[src/rtl/key_conditioner.sv]
// key_conditioner: synchronises and debounces the active-low push buttons.
// Each debounced press on KEY[1:0] is classified as either short or long.
// KEY[2] steps the global display mode. Every output comes from a register,
// so none of them depends combinationally on KEY.
module key_conditioner #(
  parameter int DEBOUNCE_CYCLES = 1000000,
  parameter int HOLD_CYCLES     = 100000000,
  parameter int NUM_MODES       = 4
) (
  input  logic       CLOCK_50,
  input  logic       RESET_N,
  input  logic [2:0] KEY,
  output logic [2:0] key_level,
  output logic [2:0] key_press,
  output logic [1:0] key_short,
  output logic [1:0] key_long,
  output logic [1:0] mode,
  output logic       mode_changed
);

  localparam int DW = (DEBOUNCE_CYCLES > 1) ? $clog2(DEBOUNCE_CYCLES) : 1;
  localparam int HW = $clog2(HOLD_CYCLES + 1);
  localparam logic [DW-1:0] DB_LAST   = DW'(DEBOUNCE_CYCLES - 1);
  localparam logic [HW-1:0] HOLD_MAX  = HW'(HOLD_CYCLES);
  localparam logic [HW-1:0] HOLD_LAST = HW'(HOLD_CYCLES - 1);
  localparam logic [1:0]    MODE_LAST = 2'(NUM_MODES - 1);

  logic [2:0]    sync_p0;
  logic [2:0]    sync_p1;
  logic [2:0]    s;
  logic [DW-1:0] db_cnt [3];
  logic [2:0]    rise;
  logic [2:0]    fall;
  logic [HW-1:0] hold_cnt [2];
  logic [1:0]    armed;
  logic          mode_step;

  // Two-flop synchroniser on the raw lines. It resets to "released" (1).
  always_ff @(posedge CLOCK_50 or negedge RESET_N) begin
    if (!RESET_N) begin
      sync_p0 <= 3'b111;
      sync_p1 <= 3'b111;
    end else begin
      sync_p0 <= KEY;
      sync_p1 <= sync_p0;
    end
  end

  assign s = ~sync_p1;

  // A level change is accepted on the cycle the disagreement count completes.
  always_comb begin
    rise = '0;
    fall = '0;
    for (int i = 0; i < 3; i++) begin
      if (s[i] != key_level[i] && db_cnt[i] == DB_LAST) begin
        rise[i] = s[i];
        fall[i] = ~s[i];
      end
    end
  end

  assign mode_step = rise[2];

  // Debounce counters, the debounced level and the press pulses.
  always_ff @(posedge CLOCK_50 or negedge RESET_N) begin
    if (!RESET_N) begin
      for (int i = 0; i < 3; i++) db_cnt[i] <= '0;
      key_level <= '0;
      key_press <= '0;
    end else begin
      for (int i = 0; i < 3; i++) begin
        if (s[i] == key_level[i] || db_cnt[i] == DB_LAST)
          db_cnt[i] <= '0;
        else
          db_cnt[i] <= db_cnt[i] + DW'(1);
      end
      key_level <= (key_level | rise) & ~fall;
      key_press <= rise;
    end
  end

  // Mode register, stepped on each debounced KEY[2] press.
  always_ff @(posedge CLOCK_50 or negedge RESET_N) begin
    if (!RESET_N) begin
      mode         <= '0;
      mode_changed <= 1'b0;
    end else begin
      mode_changed <= mode_step;
      if (mode_step)
        mode <= (mode == MODE_LAST) ? 2'd0 : mode + 2'd1;
    end
  end

  // Hold counting and short/long classification for KEY[1:0].
  // The armed bit marks a press that has not been classified yet.
  // A mode step clears it, so a press that spans a mode change reports nothing.
  always_ff @(posedge CLOCK_50 or negedge RESET_N) begin
    if (!RESET_N) begin
      for (int i = 0; i < 2; i++) hold_cnt[i] <= '0;
      armed     <= '0;
      key_short <= '0;
      key_long  <= '0;
    end else begin
      for (int i = 0; i < 2; i++) begin
        if (mode_step) begin
          hold_cnt[i] <= '0;
          armed[i]    <= 1'b0;
        end else if (rise[i]) begin
          hold_cnt[i] <= '0;
          armed[i]    <= 1'b1;
        end else begin
          if (key_level[i] && hold_cnt[i] != HOLD_MAX)
            hold_cnt[i] <= hold_cnt[i] + HW'(1);
          if (fall[i] || (key_level[i] && hold_cnt[i] == HOLD_LAST))
            armed[i] <= 1'b0;
        end
        key_short[i] <= !mode_step && armed[i] && fall[i];
        key_long[i]  <= !mode_step && armed[i] && key_level[i] && !fall[i] &&
                        hold_cnt[i] == HOLD_LAST;
      end
    end
  end

endmodule

[config.mk]
export PLATFORM = sky130hd
export DESIGN_NAME = key_conditioner
export DESIGN_NICKNAME = d
export VERILOG_FILES = /design/src/rtl/key_conditioner.sv
export SDC_FILE = /design/constraint.sdc
export NUM_CORES = 1
export LEC_CHECK = 0
export BUFFER_PORTS_ARGS = -buffer_cell sky130_fd_sc_hd__buf_2
export CAP_MARGIN = 20
export CORE_MARGIN = 2
export CORE_UTILIZATION = 34
export DETAILED_ROUTE_END_ITERATION = 8
export PLACE_DENSITY = 0.53
export SLEW_MARGIN = 20
export SYNTH_ARGS = -nofsm -noshare
export SYNTH_HDL_FRONTEND = slang
export SYNTH_SLANG_ARGS = --single-unit
[constraint.sdc]
create_clock -name CLOCK_50 -period 2.4 [get_ports CLOCK_50]
set_input_delay 0.36 -clock CLOCK_50 [delete_from_list [all_inputs] [get_ports CLOCK_50]]
set_output_delay 0.36 -clock CLOCK_50 [all_outputs]
set_load 0.01 [all_outputs]
==> results of run 1 <==
## state kept, by name, indices dropped and copies added (netlist names), named ones only
name       cells
hold_cnt      54
key_short      2
db_cnt        60
key_press      3
key_long       2
sync_p0        3
armed          2
sync_p1        3
mode           2
## layout make-up
class                      count  share of cell area (%)
sequential                   134                    43.2
multi-input combinational    509                    40.6
clock buffer                  24                    6.33
tap                          265                    4.27
timing repair buffer          37                    3.62
clock inverter                 8                    1.26
inverter                      15                   0.724
## cell families (layout without fill, tap and decap cells)
family / count (synthesis) / after routing / share of synthesized area [%]
fa+ha+maj: 8 / 8 / 1.50
simple gates: 359 / 359 / 28.4
xor+xnor: 100 / 100 / 13.1
compound gates: 40 / 40 / 3.96
buf+inv: 34 / 84 / 2.29
flops: 134 / 134 / 50.4
mux: 2 / 2 / 0.300
## metrics by stage
stage / utilization [%] / setup WS, ns / hold slack [ns] / total power (W) / cells
2_1_floorplan: - / 0.267 / 0.0644 / 0.00237 / 677
3_3_place_gp: 37.1 / 0.309 / 0.304 / 0.00244 / 959
3_5_place_dp: 37.1 / 0.264 / 0.308 / 0.00244 / 959
4_1_cts: 40.2 / 0.263 / 0.0166 / 0.00507 / 992
5_1_grt: 40.2 / 0.147 / 0.00650 / 0.00519 / 992
6_report: 40.2 / 0.265 / 0.0402 / 0.00498 / 992
## path summary, 6_finish.rpt
path | slack [ns] | end | cells past startpoint
worst min register to register | 0.35 | sync_p1[1] | 0
max in group asynchronous | 1.25 | sync_p0[2] | 3
worst min-delay path | 0.04 | sync_p0[2] | 1
worst max register to register | 0.26 | hold_cnt[21] | 6
min in group asynchronous | 0.43 | hold_cnt[41] | 2
worst max-delay path | 0.26 | hold_cnt[21] | 6
## layout by cell type (no fill, tap or decap), drive strengths merged, types with 15 or more instances in the layout
| cell type | netlist | routed |
|---|---|---|
| xnor2 | 57 | 57 |
| dfrtp | 128 | 128 |
| nor4 | 16 | 16 |
| xor2 | 43 | 43 |
| nand2 | 48 | 48 |
| nand3 | 41 | 41 |
| and3 | 15 | 15 |
| clkbuf | 11 | 24 |
| buf | 8 | 36 |
| o21ai | 15 | 15 |
| nor2 | 131 | 131 |
| nor3 | 25 | 25 |
| inv | 15 | 15 |
| nand4 | 29 | 29 |
## worst reg2reg max path, delay by kind of cell, from the launching register on
kind / cells / cell delay, ns
buffers and inverters: 1 / 0.23
AOI/OAI and AO/OA: 1 / 0.24
DFF: 1 / 0.42
and+or+nand+nor: 4 / 1.14
## where the power goes
part	switching, W	leakage [nW]	internal [W]
logic	0.0000713	1.18	0.0000275
registers	0.0000188	1.84	0.00228
clock network	0.000949	0.282	0.00163
total	0.00104	3.31	0.00394
## metal layers
layer / part of all wire [%] / wire, um / vias to the layer above / track usage (%)
met3: 3.4 / 457 / 10 / 4.57
met2: 48 / 6520 / 76 / 23.3
met1: 47 / 6320 / 2385 / 18.3
li1: - / - / 2424 / -
met4: 1.2 / 155 / 0 / 4.70
met5: 0 / 0 / - / 0
==> results.cfg, run 1 <==
[sta]
finalCriticalPeriod_ns = 2.14
finalClockSkew_ns = 0.0138
hold_viol = 0
post-route-period-util_pct = 89.0
setup_tns_ns = 0
finalSetupViolCount = 0
tightest_slew_ns = 0.551
max_freq_mhz = 468
slew_violations = 0
rsz0062_at_grt = false
relSlewSlack_pct = 62.9

[routing]
drc_errors = 0
vias = 4895
wirelength_um = 13500
wl_per_cell_um = 13.6
first_pass_iters = 4
vias_per_cell = 4.93
drtIter0Drc = 300
ant_nets = 0

[cts]
cts_buffer_depth = 2
postCtsResizedCells = 0
insertion_delay_ns = 0.42
holdBufCountCts = 1
postCtsSetupBuffers = 0
root_buffer = clkbuf_16
cts_made_buffers = 17
clock_sinks = 134
path_clk_slew_ns = 0.06
h-tree-depth = 4
cts_tree = yes

[synthesis]
yosys.area.top_type = dfrtp_1
synth_most_common_cell = dfrtp_1
yosysSeqAreaShare_pct = 50.4
synth_area_sq_um = 6670
ys.warnings.count = 0
synth_cells = 677
syn_area_per_cell_sq_um = 9.85
synth_flop_cell = dfrtp_1
synth-seq-cells = 134
yosys-top-cells-count = dfrtp_1, nor2_1, xnor2_1
synthArstFlopShare_pct = 100
synthDistinctLibCells = 53
synth_edf_count = 0
syn-num-nets = 690
synthTopCellsByArea = dfrtp_1, xnor2_1, nor2_1
synth_top_area_share_pct = 48.0

[worst_setup_path]
path_class = register to register
critical-path-top-delay-family = simple AND/OR/NAND/NOR gates
path_cells = or4_4 > nor4_4 > nand3_4 > o31ai_4 > buf_12 > nor2_1
crit_start = db_cnt[27]
cp_data_required_time_ns = 2.70
crit_path_end_kind = register
max_stage_delay_ns = 0.56
timing.critical_path.buf_inv = 1
arrival_ns = 2.44
reg2reg_from = db_cnt[27]
cp_max_fo = 27
crit_path_start_kind = register
crit_slowest_cell = or4_4

[layout]
area_growth_pct = 16.6
multi_input_area_sq_um = 3150
diodes = 0
drive_gt1_share_pct = 12.7
fin_area_sq_um = 7770
nets = 727
n_fill_cell = 1870
regArea_sq_um = 3360

[floorplanning]
die_h_um = 144
die_w_um = 144
initial_core_util_pct = 34.5
die_area_sq_um = 20700
core_area_sq_um = 19300
io_pins = 18
rows = 51

[global_route]
grt_max_degree = 55
antenna_found_initial = 0
overflow = 0
grt_pass1_wl_um = 23700
track_usage_pct = 14.4
grt_pass1_vias = 4959

[outcome]
status = finished, final reports clean

[flow_run]
maxCapViolCount = 0

[power_and_ir_drop]
power.leakage_nw = 3.31
p_per_area_nw_per_um2 = 641
peakVddDrop_mv = 0.476

[placed_design]
place_congestion = 0.818
placed_cell_area_sq_um = 7170
io_buffers = 17
dp_hpwl_um = 9090

[min_path]
hold_start = KEY[2]
hold_path_class = input port to register
(Power assumes the default switching activity.)
==> run 2, diff against run 1 <==
--- a/config.mk
+++ b/config.mk
@@ -10,6 +10,7 @@
 export CORE_MARGIN = 2
 export CORE_UTILIZATION = 34
 export DETAILED_ROUTE_END_ITERATION = 8
+export HOLD_SLACK_MARGIN = 0.06
 export PLACE_DENSITY = 0.53
 export SLEW_MARGIN = 20
 export SYNTH_ARGS = -nofsm -noshare
==> results.cfg, run 2 (synthesis gave the netlist of run 1 again) <==
[layout]
nets = 730
diodes = 0
n_fill_cell = 1868
post-route-util_pct = 40.4
final_cell_mix = dfrtp_1, nor2_1, xnor2_1
drive_gt1_share_pct = 12.6
final_common_cell = dfrtp_1
area_growth_pct = 17.0
largest_reg_flops = 60
top_regs = db_cnt: 60 flops, hold_cnt: 54 flops
regMostFlops = db_cnt

[sta]
rsz0062_at_grt = false
finalSetupViolCount = 0
finalClockSkew_ns = 0.0122
layout_setup_ws_ns = 0.265
post-route-period-util_pct = 89.0
hold_viol = 0
worst_hold_slack_ns = 0.354
relSlewSlack_pct = 63.2
setup_tns_ns = 0
tightest_slew_ns = 0.547
max_freq_mhz = 468
slew_violations = 0
finalCriticalPeriod_ns = 2.14

[cts]
root_buffer = clkbuf_16
path_clk_slew_ns = 0.06
cts_buffer_depth = 2
clock_sinks = 134
cts_tree = yes
insertion_delay_ns = 0.42
cts_made_buffers = 17
postCtsResizedCells = 0
h-tree-depth = 4

[power_and_ir_drop]
switching_power_w = 0.00104
p_int_w = 0.00395
clkPwrFrac_pct = 51.8
pwr-share-comb_pct = 2.1
power_w = 0.00499
power.leakage_nw = 3.32
peakVddDrop_mv = 0.476
pwr-share-seq_pct = 46.1
swShare_pct = 20.9
p_per_area_nw_per_um2 = 639

[floorplanning]
die_h_um = 144
initial_core_util_pct = 34.5
die_w_um = 144
io_pins = 18
core_area_sq_um = 19300
die_area_sq_um = 20700
rows = 51

[routing]
vias = 4881
wl_per_cell_um = 13.5
ant_nets = 0
wirelength_um = 13500
first_pass_iters = 7
drtIter0Drc = 270
vias_per_cell = 4.91
drc_errors = 0

[global_route]
antenna_found_initial = 0
overflow = 0
track_usage_pct = 14.4
grt_max_degree = 55
grt_pass1_vias = 4965
grt_pass1_wl_um = 23700

[worst_setup_path]
cp_max_fo = 27
crit_path_start_kind = register
reg2reg_from = db_cnt[27]
arrival_ns = 2.44
rr_worst_depth = 6
ff2ff_setup_slack_ns = 0.26
reg2reg_to = hold_cnt[21]
crit_path_end_kind = register
path_class = register to register
cp_data_required_time_ns = 2.70

[min_path]
min_path_cells = 0
hold_path_class = register to register
min_to = sync_p1[1]
hold_start = sync_p0[1]

[placed_design]
io_buffers = 17
dp_slack_ns = 0.264
place_congestion = 0.818
dp_hpwl_um = 9090

[flow_run]
maxCapViolCount = 0

[outcome]
status = finished, final reports clean
-- run 2: power by group through the flow --
stage                     clock [W]  sequential [W]  combinational (W)
after floorplan                   0         0.00233          0.0000365
after global routing        0.00277         0.00230           0.000123
after global placement            0         0.00234           0.000101
after CTS                   0.00267         0.00230           0.000109
after detailed placement          0         0.00234           0.000103
final                       0.00259         0.00230           0.000102
-- run 2: area by class of cell --
class                           instances  area, sq um  area share, %
Tap cell                              265          332           4.25
Clock inverter                          8         97.6           1.25
Timing Repair Buffer                   40          312           3.99
Inverter                               15         56.3          0.722
Clock buffer                           24          492           6.30
Multi-Input combinational cell        509         3150           40.4
Sequential cell                       134         3360           43.1
-- run 2: critical path, cell delays in order (launching register included) --
cell     delay, ns
dfrtp_1       0.42
or4_4         0.56
nor4_4        0.35
nand3_4       0.15
o31ai_4       0.24
buf_12        0.23
nor2_1        0.08
-- run 2: worst max-delay path by stage --
stage	start	to	slack [ns]	cells past startpoint
after global routing	db_cnt[27]	hold_cnt[11]	0.15	6
after CTS	db_cnt[27]	hold_cnt[21]	0.26	6
after detailed placement	db_cnt[27]	hold_cnt[21]	0.26	6
after global placement	db_cnt[27]	hold_cnt[11]	0.31	6
final	db_cnt[27]	hold_cnt[21]	0.26	6
after floorplan	db_cnt[27]	hold_cnt[0]	0.27	6
-- run 2: repair_timing --
| action | 4_1_cts | 5_1_grt |
|---|---|---|
| hold buffers | 4 | 0 |
| setup buffers | 0 | 0 |
| endpoints found under the hold margin | 40 | 0 |
-- run 2: stage by stage --
stage	area [sq um]	instances
floorplan	6670	677
global placement	7170	959
detailed placement	7170	959
CTS	7800	995
global route	7800	995
finish	7800	995
-- run 2: routing by layer --
metal / up-vias / track usage, % / wire length, um
li1: 2428 / - / -
met1: 2377 / 18.4 / 6360
met2: 66 / 23.3 / 6520
met3: 10 / 4.57 / 432
met4: 0 / 4.70 / 146
met5: - / 0 / 0
==> run 3, diff against run 2 <==
==> constraint.sdc (replaced) <==
create_clock -name CLOCK_50 -period 2.6 [get_ports CLOCK_50]
set_input_delay 0.39 -clock CLOCK_50 [delete_from_list [all_inputs] [get_ports CLOCK_50]]
set_output_delay 0.39 -clock CLOCK_50 [all_outputs]
set_load 0.01 [all_outputs]
==> results.cfg, run 3 (synthesis gave the netlist of run 1 again) <==
[cts]
cts_made_buffers = 17
clock_sinks = 134
h-tree-depth = 4
cts_buffer_depth = 2
root_buffer = clkbuf_16
cts_tree = yes
path_clk_slew_ns = 0.06
insertion_delay_ns = 0.42
postCtsSetupBuffers = 0

[routing]
drtIter0Drc = 226
vias_per_cell = 4.92
wirelength_um = 14000
vias = 4873
wl_per_cell_um = 14.1
first_pass_iters = 5
drc_errors = 0
ant_nets = 0

[sta]
post-route-period-util_pct = 88.5
worst_hold_slack_ns = 0.356
relSlewSlack_pct = 46.8
hold_viol = 0
finalCriticalPeriod_ns = 2.30
setup_tns_ns = 0
finalSetupViolCount = 0
rsz0062_at_grt = false
finalClockSkew_ns = 0.00908
max_freq_mhz = 435
slew_violations = 0
tightest_slew_ns = 0.787

[worst_setup_path]
path_class = register to register
cp_data_required_time_ns = 2.88
cp_max_fo = 19
crit_path_end_kind = register
arrival_ns = 2.58
crit_path_start_kind = register

[floorplanning]
die_area_sq_um = 20700
initial_core_util_pct = 34.5
die_w_um = 144
die_h_um = 144
io_pins = 18
rows = 51
core_area_sq_um = 19300

[layout]
n_fill_cell = 1905
diodes = 0
area_growth_pct = 16.5
final_cell_mix = dfrtp_1, nor2_1, xnor2_1
multi_input_area_sq_um = 3150
largest_reg_flops = 60
final_common_cell = dfrtp_1
post-route-util_pct = 40.2
regMostFlops = db_cnt
regArea_sq_um = 3360
nets = 725
fin_area_sq_um = 7770
drive_gt1_share_pct = 12.3
top_regs = db_cnt: 60 flops, hold_cnt: 54 flops

[power_and_ir_drop]
p_per_area_nw_per_um2 = 605
peakVddDrop_mv = 0.416
power.leakage_nw = 3.30

[global_route]
grt_pass1_vias = 5015
grt_pass1_wl_um = 24400
overflow = 0
track_usage_pct = 14.8
grt_max_degree = 64
antenna_found_initial = 0

[min_path]
hold_path_class = register to register

[placed_design]
placed_cell_area_sq_um = 7120
io_buffers = 17
place_congestion = 0.769
dp_hpwl_um = 9330

[outcome]
status = finished, final reports clean

[flow_run]
maxCapViolCount = 0
==> run 3: changes by cell type in the layout (fill, tap and decap cells not counted) <==
cell / delta
buf_4: -4
clkbuf_8: -4
clkinv_4: +3
inv_6: +3
clkbuf_1: -2
buf_12: -1
bufinv_16: +1
clkinv_2: -1
o21ai_0: -1
o21ai_1: +1
==> run 3: worst max-delay path: stages (launching register included) <==
cell and delay, ns:
dfrtp_1 0.39, ha_1 0.20, nand3_1 0.18, nor4_1 0.57, nand2_1 0.19, nand2_1 0.50
nor2_1 0.13
==> run 3: final timing paths <==
check                      startpoint      endpoint  slack (ns)  depth (start not counted)
setup / recovery            db_cnt[0]     db_cnt[2]        0.30                          6
hold / removal             sync_p0[1]    sync_p1[1]        0.36                          0
setup reg to reg            db_cnt[0]     db_cnt[2]        0.30                          6
hold reg to reg            sync_p0[1]    sync_p1[1]        0.36                          0
max in group asynchronous     RESET_N    sync_p1[2]        1.31                          3
min in group asynchronous     RESET_N  hold_cnt[42]        0.52                          2
==> run 3: repair_timing <==
action | in CTS | in global routing
setup endpoints to repair | 0 | 4
resized for setup | 0 | 1
hold buffers | 4 | 0
hold endpoints to repair | 63 | 0
==> run 3: cell type report <==
| class | count | area share (%) |
|---|---|---|
| Clock buffer | 18 | 5.52 |
| Tap cell | 265 | 4.27 |
| Inverter | 15 | 0.725 |
| Clock inverter | 14 | 2.25 |
| Timing Repair Buffer | 35 | 3.37 |
| Sequential cell | 134 | 43.3 |
| Multi-Input combinational cell | 509 | 40.6 |
==> run 3: where the power goes <==
part           internal [W]   total, W  leakage [nW]  switching (W)
Combinational     0.0000273  0.0000944          1.17      0.0000670
Clock               0.00152    0.00248         0.287       0.000962
Sequential          0.00211    0.00212          1.84      0.0000178
Total               0.00365    0.00470          3.30        0.00105
==> run 3: through the flow <==
stage | std cells | total power, W | setup slack (ns)
after global routing | 990 | 0.00488 | 0.0207
after floorplan | 677 | 0.00219 | 0.467
after global placement | 954 | 0.00225 | 0.351
after detailed placement | 954 | 0.00225 | 0.292
after CTS | 990 | 0.00476 | 0.271
final | 990 | 0.00470 | 0.300
==> run 3: layer usage <==
| metal | track usage, % | up-vias | share of wire, % |
|---|---|---|---|
| li1 | - | 2417 | - |
| met1 | 19.3 | 2395 | 49 |
| met2 | 24.1 | 49 | 47 |
| met3 | 3.84 | 12 | 2.6 |
| met4 | 4.70 | 0 | 1.0 |
| met5 | 0 | - | 0 |
